**src/rtl/button_event_fsm_pkg.sv**
```systemverilog
// Shared types for the button gesture classifier.
// Event codes, FSM states and a sizing helper.
package button_evt_pkg;

  typedef enum logic [2:0] {
    IDLE,
    PRESSED,
    LONG_HELD,
    WAIT_GAP,
    SECOND_PRESSED
  } btn_state_t;

  typedef enum logic [1:0] {
    EVT_REPEAT = 2'b00,
    EVT_SHORT  = 2'b01,
    EVT_LONG   = 2'b10,
    EVT_DOUBLE = 2'b11
  } evt_code_t;

  function automatic int max2(int a, int b);
    return (a > b) ? a : b;
  endfunction

  function automatic int max3(int a, int b, int c);
    return max2(max2(a, b), c);
  endfunction

endpackage

```
**src/rtl/button_event_fsm_if.sv**
```systemverilog
// Event output slot bundle: valid/ready handshake
// plus the sticky drop flag.
interface button_event_fsm_if;
  logic       evt_valid;
  logic [1:0] evt_code;
  logic       evt_ready;
  logic       evt_overflow;

  modport master (
    output evt_valid,
    output evt_code,
    output evt_overflow,
    input  evt_ready
  );

  modport slave (
    input  evt_valid,
    input  evt_code,
    input  evt_overflow,
    output evt_ready
  );
endinterface

```
**src/rtl/button_event_fsm_evt_slot.sv**
```systemverilog
// Single-entry event register with valid/ready
// and a sticky overflow flag for dropped events.
module evt_slot
  import button_evt_pkg::*;
(
  input  logic       clk,
  input  logic       rst,
  input  logic       i_push,
  input  evt_code_t  i_code,
  input  logic       i_ready,
  output logic       o_valid,
  output logic [1:0] o_code,
  output logic       o_overflow
);

  logic       r_valid;
  logic [1:0] r_code;
  logic       r_ovf;

  // Load on push, drop if full and not draining, clear on accept.
  always_ff @(posedge clk) begin
    if (rst) begin
      r_valid <= 1'b0;
      r_code  <= 2'b00;
      r_ovf   <= 1'b0;
    end else if (i_push) begin
      if (r_valid && !i_ready) begin
        r_ovf <= 1'b1;
      end else begin
        r_valid <= 1'b1;
        r_code  <= i_code;
      end
    end else if (r_valid && i_ready) begin
      r_valid <= 1'b0;
    end
  end

  assign o_valid    = r_valid;
  assign o_code     = r_code;
  assign o_overflow = r_ovf;

endmodule

```
**src/rtl/button_event_fsm.sv**
```systemverilog
// Classifies debounced button gestures as short, long or double.
// Define HOLD_REPEAT_EN for auto-repeat events while held long.
module button_event_fsm
  import button_evt_pkg::*;
#(
  parameter int FPGA_CLK    = 50000000,
  parameter int LONG_MS     = 1000,
  parameter int GAP_MS      = 300,
  parameter int LONG_CYCLES = FPGA_CLK / 1000 * LONG_MS,
  parameter int GAP_CYCLES  = FPGA_CLK / 1000 * GAP_MS,
`ifdef HOLD_REPEAT_EN
  parameter int REPEAT_CYCLES = FPGA_CLK / 10,
  parameter int CNT_BITS =
    $clog2(max3(LONG_CYCLES, GAP_CYCLES, REPEAT_CYCLES) + 1)
`else
  parameter int CNT_BITS =
    $clog2(max2(LONG_CYCLES, GAP_CYCLES) + 1)
`endif
) (
  input  logic                clk,
  input  logic                rst,
  input  logic                btn_level,
  button_event_fsm_if.master  evt
);

  localparam logic [CNT_BITS-1:0] LONG_LAST =
    CNT_BITS'(LONG_CYCLES - 1);
  localparam logic [CNT_BITS-1:0] GAP_LAST =
    CNT_BITS'(GAP_CYCLES - 1);
  localparam logic [CNT_BITS-1:0] CNT_ONE =
    CNT_BITS'(1);
`ifdef HOLD_REPEAT_EN
  localparam logic [CNT_BITS-1:0] REP_LAST =
    CNT_BITS'(REPEAT_CYCLES - 1);
`endif

  btn_state_t          r_state;
  logic [CNT_BITS-1:0] r_cnt;
  logic                r_btn_q;
  logic                r_push;
  evt_code_t           r_code;

  logic w_rise;
  logic w_fall;

  assign w_rise = btn_level & ~r_btn_q;
  assign w_fall = ~btn_level & r_btn_q;

  // Gesture FSM; release beats a same-cycle timeout in every state.
  always_ff @(posedge clk) begin
    if (rst) begin
      r_state <= IDLE;
      r_cnt   <= '0;
      r_btn_q <= 1'b0;
      r_push  <= 1'b0;
      r_code  <= EVT_REPEAT;
    end else begin
      r_btn_q <= btn_level;
      r_push  <= 1'b0;
      unique case (r_state)
        IDLE: begin
          if (w_rise) begin
            r_state <= PRESSED;
            r_cnt   <= '0;
          end
        end
        PRESSED: begin
          if (w_fall) begin
            r_state <= WAIT_GAP;
            r_cnt   <= '0;
          end else if (r_cnt == LONG_LAST) begin
            r_state <= LONG_HELD;
            r_cnt   <= '0;
            r_push  <= 1'b1;
            r_code  <= EVT_LONG;
          end else begin
            r_cnt <= r_cnt + CNT_ONE;
          end
        end
        LONG_HELD: begin
          if (w_fall) begin
            r_state <= IDLE;
            r_cnt   <= '0;
`ifdef HOLD_REPEAT_EN
          end else if (r_cnt == REP_LAST) begin
            r_cnt  <= '0;
            r_push <= 1'b1;
            r_code <= EVT_REPEAT;
          end else begin
            r_cnt <= r_cnt + CNT_ONE;
`endif
          end
        end
        WAIT_GAP: begin
          if (w_rise) begin
            r_state <= SECOND_PRESSED;
            r_cnt   <= '0;
          end else if (r_cnt == GAP_LAST) begin
            r_state <= IDLE;
            r_cnt   <= '0;
            r_push  <= 1'b1;
            r_code  <= EVT_SHORT;
          end else begin
            r_cnt <= r_cnt + CNT_ONE;
          end
        end
        SECOND_PRESSED: begin
          if (w_fall) begin
            r_state <= IDLE;
            r_cnt   <= '0;
            r_push  <= 1'b1;
            r_code  <= EVT_DOUBLE;
          end
        end
        default: begin
          r_state <= IDLE;
          r_cnt   <= '0;
        end
      endcase
    end
  end

  evt_slot u_slot (
    .clk        (clk),
    .rst        (rst),
    .i_push     (r_push),
    .i_code     (r_code),
    .i_ready    (evt.evt_ready),
    .o_valid    (evt.evt_valid),
    .o_code     (evt.evt_code),
    .o_overflow (evt.evt_overflow)
  );

endmodule

```
**src/flat_wrapper.sv**
```systemverilog
// flat-port wrapper written by rule: the top's interface ports become plain ports
module button_event_fsm_flat import button_evt_pkg::*;
#(
  parameter int FPGA_CLK    = 50000000,
  parameter int LONG_MS     = 1000,
  parameter int GAP_MS      = 300,
  parameter int LONG_CYCLES = FPGA_CLK / 1000 * LONG_MS,
  parameter int GAP_CYCLES  = FPGA_CLK / 1000 * GAP_MS,

  parameter int CNT_BITS =
    $clog2(max2(LONG_CYCLES, GAP_CYCLES) + 1)

)
  (clk, rst, btn_level, evt_evt_valid, evt_evt_code, evt_evt_overflow, evt_evt_ready);
  button_event_fsm_if evt_i ();
  input  logic clk;
  input  logic rst;
  input  logic btn_level;
  output wire logic [$bits(evt_i.evt_valid)-1:0] evt_evt_valid;
  output wire logic [$bits(evt_i.evt_code)-1:0] evt_evt_code;
  output wire logic [$bits(evt_i.evt_overflow)-1:0] evt_evt_overflow;
  input wire logic [$bits(evt_i.evt_ready)-1:0] evt_evt_ready;
  assign evt_evt_valid = evt_i.evt_valid;
  assign evt_evt_code = evt_i.evt_code;
  assign evt_evt_overflow = evt_i.evt_overflow;
  assign evt_i.evt_ready = evt_evt_ready;
  button_event_fsm #(.FPGA_CLK(FPGA_CLK), .LONG_MS(LONG_MS), .GAP_MS(GAP_MS), .LONG_CYCLES(LONG_CYCLES), .GAP_CYCLES(GAP_CYCLES), .CNT_BITS(CNT_BITS)) u_core (.clk(clk), .rst(rst), .btn_level(btn_level), .evt(evt_i));
endmodule
```
**config.mk**
```make
export PLATFORM = sky130hd
export DESIGN_NAME = button_event_fsm_flat
export DESIGN_NICKNAME = d
export VERILOG_FILES = /design/src/rtl/button_event_fsm_pkg.sv /design/src/rtl/button_event_fsm_if.sv /design/src/rtl/button_event_fsm_evt_slot.sv /design/src/rtl/button_event_fsm.sv /design/src/flat_wrapper.sv
export SDC_FILE = /design/constraint.sdc
export NUM_CORES = 1
export LEC_CHECK = 0
export CAP_MARGIN = 0
export CORE_MARGIN = 5
export CORE_UTILIZATION = 50
export DETAILED_ROUTE_END_ITERATION = 8
export PLACE_DENSITY_LB_ADDON = 0.08
export SETUP_SLACK_MARGIN = 0.1
export SYNTH_ARGS = -nofsm -noshare
export SYNTH_HDL_FRONTEND = slang
export SYNTH_SLANG_ARGS = --single-unit
```
**constraint.sdc**
```tcl
create_clock -name clk -period 6.9 [get_ports clk]
set_input_delay 1.38 -clock clk [delete_from_list [all_inputs] [get_ports clk]]
set_output_delay 1.38 -clock clk [all_outputs]
set_load 0.05 [all_outputs]
```
==> results of run 1 <==
==> stage by stage <==
stage / worst slack, ns / cells
after CTS: 3.604 / 298
after detailed placement: 3.329 / 290
after floorplan: 4.089 / 243
final: 3.565 / 298
after global routing: 3.386 / 298
after global placement: 3.398 / 290
==> worst max path at each step <==
stage | from | end | slack [ns] | cells after the start
after CTS | btn_level | u_core.r_cnt[16]$_SDFFE_PP0P_ | 3.60 | 6
after global routing | btn_level | u_core.r_cnt[16]$_SDFFE_PP0P_ | 3.39 | 6
after global placement | btn_level | u_core.r_cnt[16]$_SDFFE_PP0P_ | 3.40 | 6
final | btn_level | u_core.r_cnt[16]$_SDFFE_PP0P_ | 3.56 | 6
after floorplan | btn_level | u_core.r_cnt[17]$_SDFFE_PP0P_ | 4.09 | 7
after detailed placement | btn_level | u_core.r_cnt[16]$_SDFFE_PP0P_ | 3.33 | 6
==> worst max-delay path: cells and delay by family <==
family | cells | cell delay [ns]
buffers and inverters | 1 | 0.51
AND/OR/NAND/NOR | 3 | 1.00
AO/OA/AOI/OAI | 2 | 0.66
==> per-layer routing <==
| layer | vias to the layer above | global-route usage |
|---|---|---|
| met3 | 8 | 0.04683 |
| met1 | 834 | 0.2378 |
| li1 | 896 | - |
| met5 | - | 0 |
| met4 | 0 | 0.07582 |
| met2 | 25 | 0.2860 |
==> synthesized netlist by cell type (7+ instances only) <==
cell type / number / area (sq um)
sky130_fd_sc_hd__a21oi_1: 9 / 45.04
sky130_fd_sc_hd__a22o_1: 8 / 70.07
sky130_fd_sc_hd__a31oi_1: 10 / 62.56
sky130_fd_sc_hd__and2_1: 10 / 62.56
sky130_fd_sc_hd__and3_1: 7 / 43.79
sky130_fd_sc_hd__dfxtp_1: 37 / 740.7
sky130_fd_sc_hd__inv_1: 10 / 37.54
sky130_fd_sc_hd__nand2_1: 15 / 56.30
sky130_fd_sc_hd__nand3_1: 13 / 65.06
sky130_fd_sc_hd__nand4_1: 10 / 62.56
sky130_fd_sc_hd__nor2_1: 26 / 97.59
sky130_fd_sc_hd__o21ai_0: 8 / 40.04
==> power groups by stage <==
stage / combinational, W / sequential [W] / clock, W
after floorplan: 0.0000397 / 0.000225 / 0
after global placement: 0.0000480 / 0.000227 / 0
after detailed placement: 0.0000482 / 0.000227 / 0
after CTS: 0.0000486 / 0.000221 / 0.000233
after global routing: 0.0000552 / 0.000222 / 0.000240
final: 0.0000484 / 0.000222 / 0.000226
==> area by class of cell <==
type	instances	area (sq um)	area share
inverters	10	37.54	0.01699
flip-flops and latches	37	740.7	0.3352
multi-input cells	186	1161	0.5255
clock buffers	5	68.82	0.03114
repair buffers	7	70.07	0.03171
well taps	50	62.56	0.02831
clock inverters	3	68.82	0.03114
==> registers in the layout, summed over array words and instances, names as in the netlist <==
register                  cells
u_core.r_cnt                 26
u_core.r_state                3
u_core.r_code                 2
u_core.u_slot.o_code          2
u_core.r_btn_q                1
u_core.r_push                 1
u_core.u_slot.o_overflow      1
u_core.u_slot.o_valid         1
==> kinds of logic after synthesis <==
logic type                 Yosys count  synth area share
AOI/OAI and AO/OA                   55            0.1952
xor gates and xnor gates            10           0.04408
adders and majority gates            1          0.006296
buffers and inverters               20           0.04282
DFF                                 37            0.3728
muxes                                1          0.005038
and+or+nand+nor                    119            0.3338
==> flow_metrics.env, run 1 <==
export IMPL_layout_nets=252
export IMPL_synthesis_yosys_warnings=0
export IMPL_route_detailed_drc=0
export IMPL_post_synth_cell_area_avg_sq_um=8.177
export IMPL_standard_cell_with_the_maximum_stage_delay_on_the_critical_path="sky130_fd_sc_hd__or4_1"
export IMPL_max_slew_worst_pin_slew_ns=0.7455
export IMPL_synth_area_sq_um=1987
export IMPL_insertion_delay_ns=0.29
export IMPL_run_status="finished clean"
export IMPL_final_critical_period_ns=3.335
export IMPL_postCtsResizedCells=0
export IMPL_grt_first_pass_wirelength_mm=7.645
export IMPL_die_w_um=73.04
export IMPL_regToRegSetupSlack_ns=4.44
export IMPL_power_frac_clock=0.456
export IMPL_num_vias=1763
export IMPL_route_met3_wl_um=147
export IMPL_crit_path_end_kind="register"
export IMPL_p_comb_frac=0.098
export IMPL_area_growth_pct=11.21
export IMPL_ys_dominant_reg_cell="sky130_fd_sc_hd__dfxtp_1"
export IMPL_detail_route_first_pass_iterations=4
export IMPL_n_fill_cell=373
export IMPL_power_switching_fraction=0.2328
export IMPL_cts_root_buf="sky130_fd_sc_hd__clkbuf_8"
export IMPL_placement_cell_area_sq_um=2072
export IMPL_worstHoldPathCells=2
export IMPL_final_setup_viol_count=0
export IMPL_worstReg2RegStart="u_core.r_cnt[0]$_SDFFE_PP0P_"
export IMPL_topRoutingLayerUsed="met4"
export IMPL_globalRouteTotalUtil=0.1828
export IMPL_holdWs_ns=0.4662
export IMPL_setup_crit_path_kind="in -> reg"
export IMPL_finalWirelength_mm=4.511
export IMPL_layout_cells_most_common="sky130_fd_sc_hd__dfxtp_1"
export IMPL_post_route_cells_drive_above_1_share=0.05645
export IMPL_timing_setup_tns_ns=0
export IMPL_grt_setup_unrepaired="false"
export IMPL_synth_ff_latch_count=37
export IMPL_maxCapViolations=0
export IMPL_cts_max_level=2
export IMPL_worst_min_delay_path_endpoint="u_core.u_slot.o_overflow$_SDFFE_PP0P_"
export IMPL_worstPathRequired_ns=7.11
export IMPL_worst_ir_drop_vdd_mv=0.1011
export IMPL_share_of_total_power_in_sequential_cells=0.447
export IMPL_netSwitchingPower_w=0.0001155
export IMPL_met1Wirelength_mm=2.237
export IMPL_io_buffer_count=7
export IMPL_worst_clock_skew_ns=0.008959
export IMPL_num_rows=23
export IMPL_signal_arrival_time_at_the_worst_endpoint_ns=3.55
export IMPL_total_core_area_sq_um=3914
export IMPL_met2RoutedLength_mm=2.044
export IMPL_grt_max_degree=25
export IMPL_synth_cell_types=47
export IMPL_holdCritStartpoint="u_core.u_slot.o_overflow$_SDFFE_PP0P_"
export IMPL_hp_class="reg -> reg"
export IMPL_finish_instance_area_sq_um=2210
export IMPL_pnr_total_power_w=0.0004961
export IMPL_postCtsSetupRepairBufs=0
export IMPL_ff2ff_path_depth=7
export IMPL_top_level_ports=8
export IMPL_slew_viol_final=0
export IMPL_clkSinkCount=37
export IMPL_globalRoute_totalOverflow=0
export IMPL_detail_route_iter0_violations=107
export IMPL_timing_final_crit_share=0.4833
export IMPL_layout_common_cells="sky130_fd_sc_hd__dfxtp_1 (37), sky130_fd_sc_hd__nor2_1 (26), sky130_fd_sc_hd__nand2_1 (15), sky130_fd_sc_hd__nand3_1 (13)"
export IMPL_postSynthNetCount=248
export IMPL_power_density_nw_per_um2=224.5
export IMPL_viasPerCell=5.916
export IMPL_cp_cell_instances="clkdlybuf4s50_1 -> nand2b_1 -> o311ai_0 -> nor2_1 -> or4_1 -> a31oi_1"
export IMPL_cts_made_buffers=5
export IMPL_finalHoldViolations=0
export IMPL_grt_antenna_before_repair=0
export IMPL_cts_max_path_buffers=2
export IMPL_die_footprint_sq_um=5335
export IMPL_first_global_vias=1664
export IMPL_drtAntennaViolNets=0
export IMPL_hold_buffers=0
export IMPL_ys_seq_area_frac=0.3728
export IMPL_p_int_w=0.0003806
export IMPL_crit_reg2reg_capture="u_core.r_cnt[14]$_SDFFE_PP0P_"
export IMPL_floorplan_die_height_um=73.04
export IMPL_p_leak_nw=0.8404
export IMPL_hpwl_after_detailed_placement_mm=3.240
export IMPL_floorplan_initialDensity=0.5077
export IMPL_synthesized_netlist_cell_count=243
export IMPL_async_reset_ff_frac=0
export IMPL_synth_edf_count=0
export IMPL_timing_critical_path_from_type="input port"
export IMPL_achievable_frequency_ghz=0.2998
export IMPL_cts_tree="built"
export IMPL_critical_path_max_fanout=13
export IMPL_timing_slew_headroom=0.5012
export IMPL_routabilityCongestion=0.8397
export IMPL_crit_path_max_cell_delay_ns=0.56
export IMPL_clk_pin_slew_worst_paths_ns=0.08
export IMPL_drt_wirelength_per_cell_um=15.14
export IMPL_diodes=0
export IMPL_final_core_area_utilization=0.5646
Note: power is estimated with default switching activity, not from simulation.
==> run 2, diff against run 1 <==
==> constraint.sdc (replaced) <==
create_clock -name clk -period 3.5 [get_ports clk]
set_input_delay 0.7 -clock clk [delete_from_list [all_inputs] [get_ports clk]]
set_output_delay 0.7 -clock clk [all_outputs]
set_load 0.05 [all_outputs]
==> run 2 against run 1 <==
Compared with the run above: hold slack better by 0.013 ns; highest routed layer unchanged; global-route usage up 0.79 points; clock power grew 73%; first-iteration DRC count shrank 16%; non-clock buffer count grew 1; sequential share of layout area up 0.15 points; register-to-register slack worse by 3.4 ns.
==> flow_metrics.env, run 2 (synthesized netlist as in run 1, its figures left out) <==
export IMPL_n_fill_cell=384
export IMPL_signal_arrival_time_at_the_worst_endpoint_ns=2.91
export IMPL_grt_setup_unrepaired="false"
export IMPL_met2_usage=0.2939
export IMPL_grt_max_degree=25
export IMPL_die_footprint_sq_um=5335
export IMPL_cts_root_buf="sky130_fd_sc_hd__clkbuf_8"
export IMPL_worstReg2RegStart="u_core.r_cnt[0]$_SDFFE_PP0P_"
export IMPL_num_rows=23
export IMPL_worst_ir_drop_vdd_mv=0.2614
export IMPL_grt_antenna_before_repair=0
export IMPL_cts_max_path_buffers=2
export IMPL_diodes=0
export IMPL_layout_cells_most_common="sky130_fd_sc_hd__dfxtp_1"
export IMPL_detail_route_first_pass_iterations=4
export IMPL_globalRouteTotalUtil=0.1907
export IMPL_max_slew_worst_pin_slew_ns=0.7964
export IMPL_postCtsSetupRepairBufs=0
export IMPL_maxCapViolations=0
export IMPL_top_level_ports=8
export IMPL_floorplan_initialDensity=0.5077
export IMPL_cp_cell_instances="clkdlybuf4s50_1 -> nand2b_1 -> o311ai_0 -> nor2_1 -> or4_1 -> a31oi_1"
export IMPL_power_density_nw_per_um2=420.4
export IMPL_detail_route_iter0_violations=90
export IMPL_slew_viol_final=0
export IMPL_globalRoute_totalOverflow=0
export IMPL_cts_max_level=2
export IMPL_timing_slew_headroom=0.4671
export IMPL_total_core_area_sq_um=3914
export IMPL_largest_reg_flops=26
export IMPL_regToRegSetupSlack_ns=1.09
export IMPL_cts_tree="built"
export IMPL_final_setup_viol_count=0
export IMPL_p_leak_nw=0.8339
export IMPL_clk_pin_slew_worst_paths_ns=0.08
export IMPL_worstSetupEndpoint="u_core.r_cnt[16]$_SDFFE_PP0P_"
export IMPL_postCtsResizedCells=0
export IMPL_first_global_vias=1687
export IMPL_viasPerCell=5.920
export IMPL_finalHoldViolations=0
export IMPL_io_buffer_count=7
export IMPL_hpwl_after_detailed_placement_mm=3.195
export IMPL_hp_class="reg -> reg"
export IMPL_reg_top3="u_core.r_cnt: 26 flops, u_core.r_state: 3 flops"
export IMPL_clkSinkCount=37
export IMPL_ff2ff_path_depth=7
export IMPL_route_detailed_drc=0
export IMPL_timing_final_crit_share=0.7694
export IMPL_top_register="u_core.r_cnt"
export IMPL_final_critical_period_ns=2.693
export IMPL_standard_cell_with_the_maximum_stage_delay_on_the_critical_path="sky130_fd_sc_hd__or4_1"
export IMPL_setup_crit_path_kind="in -> reg"
export IMPL_num_vias=1770
export IMPL_layout_common_cells="sky130_fd_sc_hd__dfxtp_1 (37), sky130_fd_sc_hd__nor2_1 (26), sky130_fd_sc_hd__nand2_1 (15), sky130_fd_sc_hd__nand3_1 (13)"
export IMPL_top_usage_layer="met2"
export IMPL_cts_made_buffers=5
export IMPL_setup_worst_path_start="btn_level"
export IMPL_insertion_delay_ns=0.29
export IMPL_drtAntennaViolNets=0
export IMPL_area_growth_pct=10.71
export IMPL_crit_path_end_kind="register"
export IMPL_crit_reg2reg_capture="u_core.r_cnt[15]$_SDFFE_PP0P_"
export IMPL_met3_track_demand_over_resource=0.04270
export IMPL_crit_path_max_cell_delay_ns=0.57
export IMPL_critical_path_max_fanout=13
export IMPL_worstPathRequired_ns=3.72
export IMPL_run_status="finished clean"
export IMPL_timing_setup_tns_ns=0
export IMPL_drt_wirelength_per_cell_um=14.82
export IMPL_worst_clock_skew_ns=0.009944
export IMPL_layout_nets=253
export IMPL_routabilityCongestion=0.8539
export IMPL_die_w_um=73.04
export IMPL_timing_critical_path_from_type="input port"
export IMPL_hold_buffers=0
export IMPL_post_route_cells_drive_above_1_share=0.06024
export IMPL_achievable_frequency_ghz=0.3713
export IMPL_grt_first_pass_wirelength_mm=7.948
export IMPL_floorplan_die_height_um=73.04
export IMPL_groute_layer_met1_usage=0.2553
export IMPL_final_core_area_utilization=0.5620
export IMPL_finalWirelength_mm=4.431
## run 2: layer usage
metal,part of all wire,routed length [um]
met1,0.49,2173
met2,0.45,1980
met5,0,0
met4,0.020,87
met3,0.043,190
## run 2: stage by stage
| stage | cell area [sq um] | instances | worst slack (ns) | total power (W) | hold slack, ns |
|---|---|---|---|---|---|
| floorplan | 1987 | 243 | 1.322 | 0.0005213 | 0.4474 |
| global placement | 2079 | 291 | 0.6843 | 0.0005419 | 0.4531 |
| detailed placement | 2079 | 291 | 0.6146 | 0.0005423 | 0.4633 |
| CTS | 2200 | 299 | 0.8668 | 0.0009301 | 0.4810 |
| global route | 2200 | 299 | 0.6412 | 0.0009725 | 0.5184 |
| finish | 2200 | 299 | 0.8071 | 0.0009247 | 0.4788 |
## run 2: how the worst min path moves through the flow
stage,start,cells after the start,end,slack [ns]
global placement,u_core.u_slot.o_overflow$_SDFFE_PP0P_,2,u_core.u_slot.o_overflow$_SDFFE_PP0P_,0.45
CTS,u_core.u_slot.o_overflow$_SDFFE_PP0P_,2,u_core.u_slot.o_overflow$_SDFFE_PP0P_,0.48
global route,u_core.u_slot.o_overflow$_SDFFE_PP0P_,2,u_core.u_slot.o_overflow$_SDFFE_PP0P_,0.52
detailed placement,u_core.u_slot.o_overflow$_SDFFE_PP0P_,2,u_core.u_slot.o_overflow$_SDFFE_PP0P_,0.46
finish,u_core.u_slot.o_overflow$_SDFFE_PP0P_,2,u_core.u_slot.o_overflow$_SDFFE_PP0P_,0.48
floorplan,u_core.r_cnt[24]$_SDFFE_PP0P_,1,u_core.r_cnt[24]$_SDFFE_PP0P_,0.45
## run 2: cell type report
| cell class | instances | area [sq um] | area share |
|---|---|---|---|
| Multi-Input combinational cell | 186 | 1161 | 0.5279 |
| Sequential cell | 37 | 740.7 | 0.3367 |
| Clock buffer | 6 | 82.58 | 0.03754 |
| Timing Repair Buffer | 8 | 77.57 | 0.03527 |
| Tap cell | 50 | 62.56 | 0.02844 |
| Clock inverter | 2 | 37.54 | 0.01706 |
| Inverter | 10 | 37.54 | 0.01706 |
## run 2: critical path, delay by kind of cell
family / cells / cell delay (ns)
AOI/OAI and AO/OA: 2 / 0.66
and+or+nand+nor: 3 / 1.03
buffers and inverters: 1 / 0.52
## run 2: report_power, final
part           switching [W]  leakage (nW)  internal (W)
Combinational      0.0000609         0.478     0.0000352
Clock               0.000160        0.0574      0.000232
Sequential        0.00000783         0.299      0.000429
==> patch: new RTL, flow settings as in run 1 <==
Add a define of `HOLD_REPEAT_EN`.
--- a/src/rtl/button_event_fsm.sv
+++ b/src/rtl/button_event_fsm.sv
@@ -1,4 +1,6 @@
 // Classifies debounced button gestures as short, long or double.
 // Define HOLD_REPEAT_EN for auto-repeat events while held long.
+`define HOLD_REPEAT_EN
+
 module button_event_fsm
   import button_evt_pkg::*;
Formal check against the unedited RTL: same outputs for any inputs over 10 cycles, from zero or initial values and one cycle with rst high; that may be too few to reach the edited logic, so the function may still have changed.
==> patch against run 1 <==
Area after synthesis down 4.0%. Sequential share of layout area up 2.0 points. Via count down 11%. Clock skew up 1.4 ps. Worst setup slack worse by 86 ps. Power down 17%. Final area down 5.7%. Sequential cell count unchanged. Wire length down 15%. Largest cell class unchanged. Die area down 3.5%.
==> patch: results (changes against run 1) <==
Outcome
  • Outcome: complete, no violations

Global route
  • First-pass GRT wire length: 6600 um (-14%)
  • Gr usage total: 15.9% (-2.4 points)
  • Vias in the first global route: 1511 (-9.2%)
  • Pin count of the biggest net entering global routing: 26 (+4.0%)

Place
  • Pre-CTS WS: 3200 ps (-131 ps)
  • Hpwl dp: 2770 um (-15%)
  • Routability congestion estimate from global placement: 0.819 (-2.5%)
  • Dpl cell area: 0.00200 sq mm (-3.6%)

CTS
  • Total CTS buffers: 5 (unchanged)
  • Worst-path clk slew: ~70 ps
  • CTS Buffer Depth: 2 (unchanged)
  • Post-CTS Repair Setup Buffers: 0 (unchanged)
  • Root buf cell: clkbuf_8
  • Post_cts resized: 0 (unchanged)

Final layout
  • Largest reg by FF count: u_core.r_cnt
  • Top flop regs: u_core.r_cnt (26), u_core.r_state (3)
  • Layout net count: 238 (-5.6%)
  • Layout fillers: 354 (-5.1%)
  • Fraction of layout instances using a drive strength above 1: 6.84% (+1.2 points)

Logic synthesis
  • Net count after synthesis: 230 (-7.3%)
  • Share of async-settable or async-resettable flops after synthesis: 0% (unchanged)
  • Unique masters post-synth: 50 (+6.4%)
  • Complex-gate fraction of the synthesized area: 10.0% (-9.5 points)
  • Top post-synthesis cells by area: dfxtp_1, nor2_1, xnor2_1, xor2_1, nand2_1
  • Sequential fraction of the synthesis area: 38.8% (+1.6 points)
  • Area share of fa/ha/maj cells after synthesis: 0.656% (+0.026 points)
  • Synth Area in XOR/XNOR: 11.9% (+7.5 points)
  • Synth Warn #: 0 (unchanged)
  • Post-synthesis mux area share: 2.10% (+1.6 points)
  • Synth top cells by count: nor2_1, dfxtp_1, nand2_1

Drt
  • DR pass1 iterations: 4 (unchanged)
  • DR iter-0 viols: 112 (+4.7%)
  • Routed via count: 1570 (-11%)
  • Routed wire per std cell: 13.6 um (-10%)

Pwr
  • Int Pwr: 0.304 mW (-20%)
  • Lkg Pwr: 0.704 nW (-16%)
  • Peak VDD IR: 0.117 mV (+16%)

Worst hold path
  • Min-delay worst type: reg2reg
  • Cell count of the worst hold path: 2 (unchanged)

Timing
  • Setup Skew: 10.4 ps (+1.44 ps)
  • Slew Limit Fails: 0 (unchanged)
  • Slew @ Worst Pin: 846 ps (+100 ps)

Critical path
  • Arr. time, crit path: 3570 ps (+20 ps)
  • R2R cell count: 6 (-1)
  • CP max FO: 8 (-5)
-- patch: changes by cell type after synthesis, moves of 6 or more --
cell	change
nor2_1	+16
xor2_1	+9
a22o_1	-8
and2_1	-8
a31oi_1	-7
xnor2_1	+7
inv_1	-6
-- patch: power groups by stage --
stage / clock, mW / sequential [mW] / combinational (mW)
2_1_floorplan: 0 / 0.226 / 0.0378
3_3_place_gp: 0 / 0.229 / 0.0404
3_5_place_dp: 0 / 0.229 / 0.0414
4_1_cts: 0.151 / 0.224 / 0.0416
5_1_grt: 0.159 / 0.225 / 0.0462
6_report: 0.146 / 0.224 / 0.0416
-- patch: logic make-up (layout without fill, tap and decap cells) --
| family | count (synthesis) | after routing |
|---|---|---|
| adder cells (fa/ha/maj) | 1 | 1 |
| buffers and inverters | 10 | 19 |
| AO/OA/AOI/OAI | 27 | 27 |
| flip-flops | 37 | 37 |
| AND/OR/NAND/NOR | 120 | 120 |
| XOR/XNOR | 26 | 26 |
| multiplexers | 4 | 4 |
-- patch: stage by stage --
stage,hold slack (ps),std cells
2_1_floorplan,440,225
3_3_place_gp,451,274
3_5_place_dp,470,274
4_1_cts,479,282
5_1_grt,501,282
6_report,472,282
-- patch: final timing paths --
check / from / endpoint / slack [ps]
worst max-delay path: btn_level / u_core.r_cnt[23] / 3480
worst max register to register: u_core.r_cnt[18] / u_core.r_cnt[23] / 4360
worst min register to register: u_core.r_code[0] / u_core.r_code[0] / 470
worst min-delay path: u_core.r_code[0] / u_core.r_code[0] / 470
-- patch: area by class of cell --
| class | instances | area, sq um | area share [%] |
|---|---|---|---|
| timing repair buffer | 7 | 70.1 | 3.36 |
| sequential | 37 | 741 | 35.5 |
| tap | 48 | 60.1 | 2.88 |
| clock buffer | 5 | 68.8 | 3.30 |
| inverter | 4 | 15.0 | 0.720 |
| multi-input combinational | 178 | 1110 | 53.4 |
| clock inverter | 3 | 17.5 | 0.840 |
-- patch: critical path, stage by stage --
cell	delay (ps)
clkdlybuf4s50_1	580
or3b_2	490
a31oi_1	340
nand4_1	310
nor3_1	270
xnor2_1	140
nor2_1	50
-- patch: metal layers --
layer / share of wire [%] / wire length (um) / vias to the layer above / track usage, %
li1: - / - / 806 / -
met1: 47 / 1810 / 737 / 19.5
met2: 48 / 1830 / 23 / 25.8
met3: 3.9 / 151 / 4 / 4.49
met4: 1.3 / 51 / 0 / 6.89
met5: 0 / 0 / - / 0
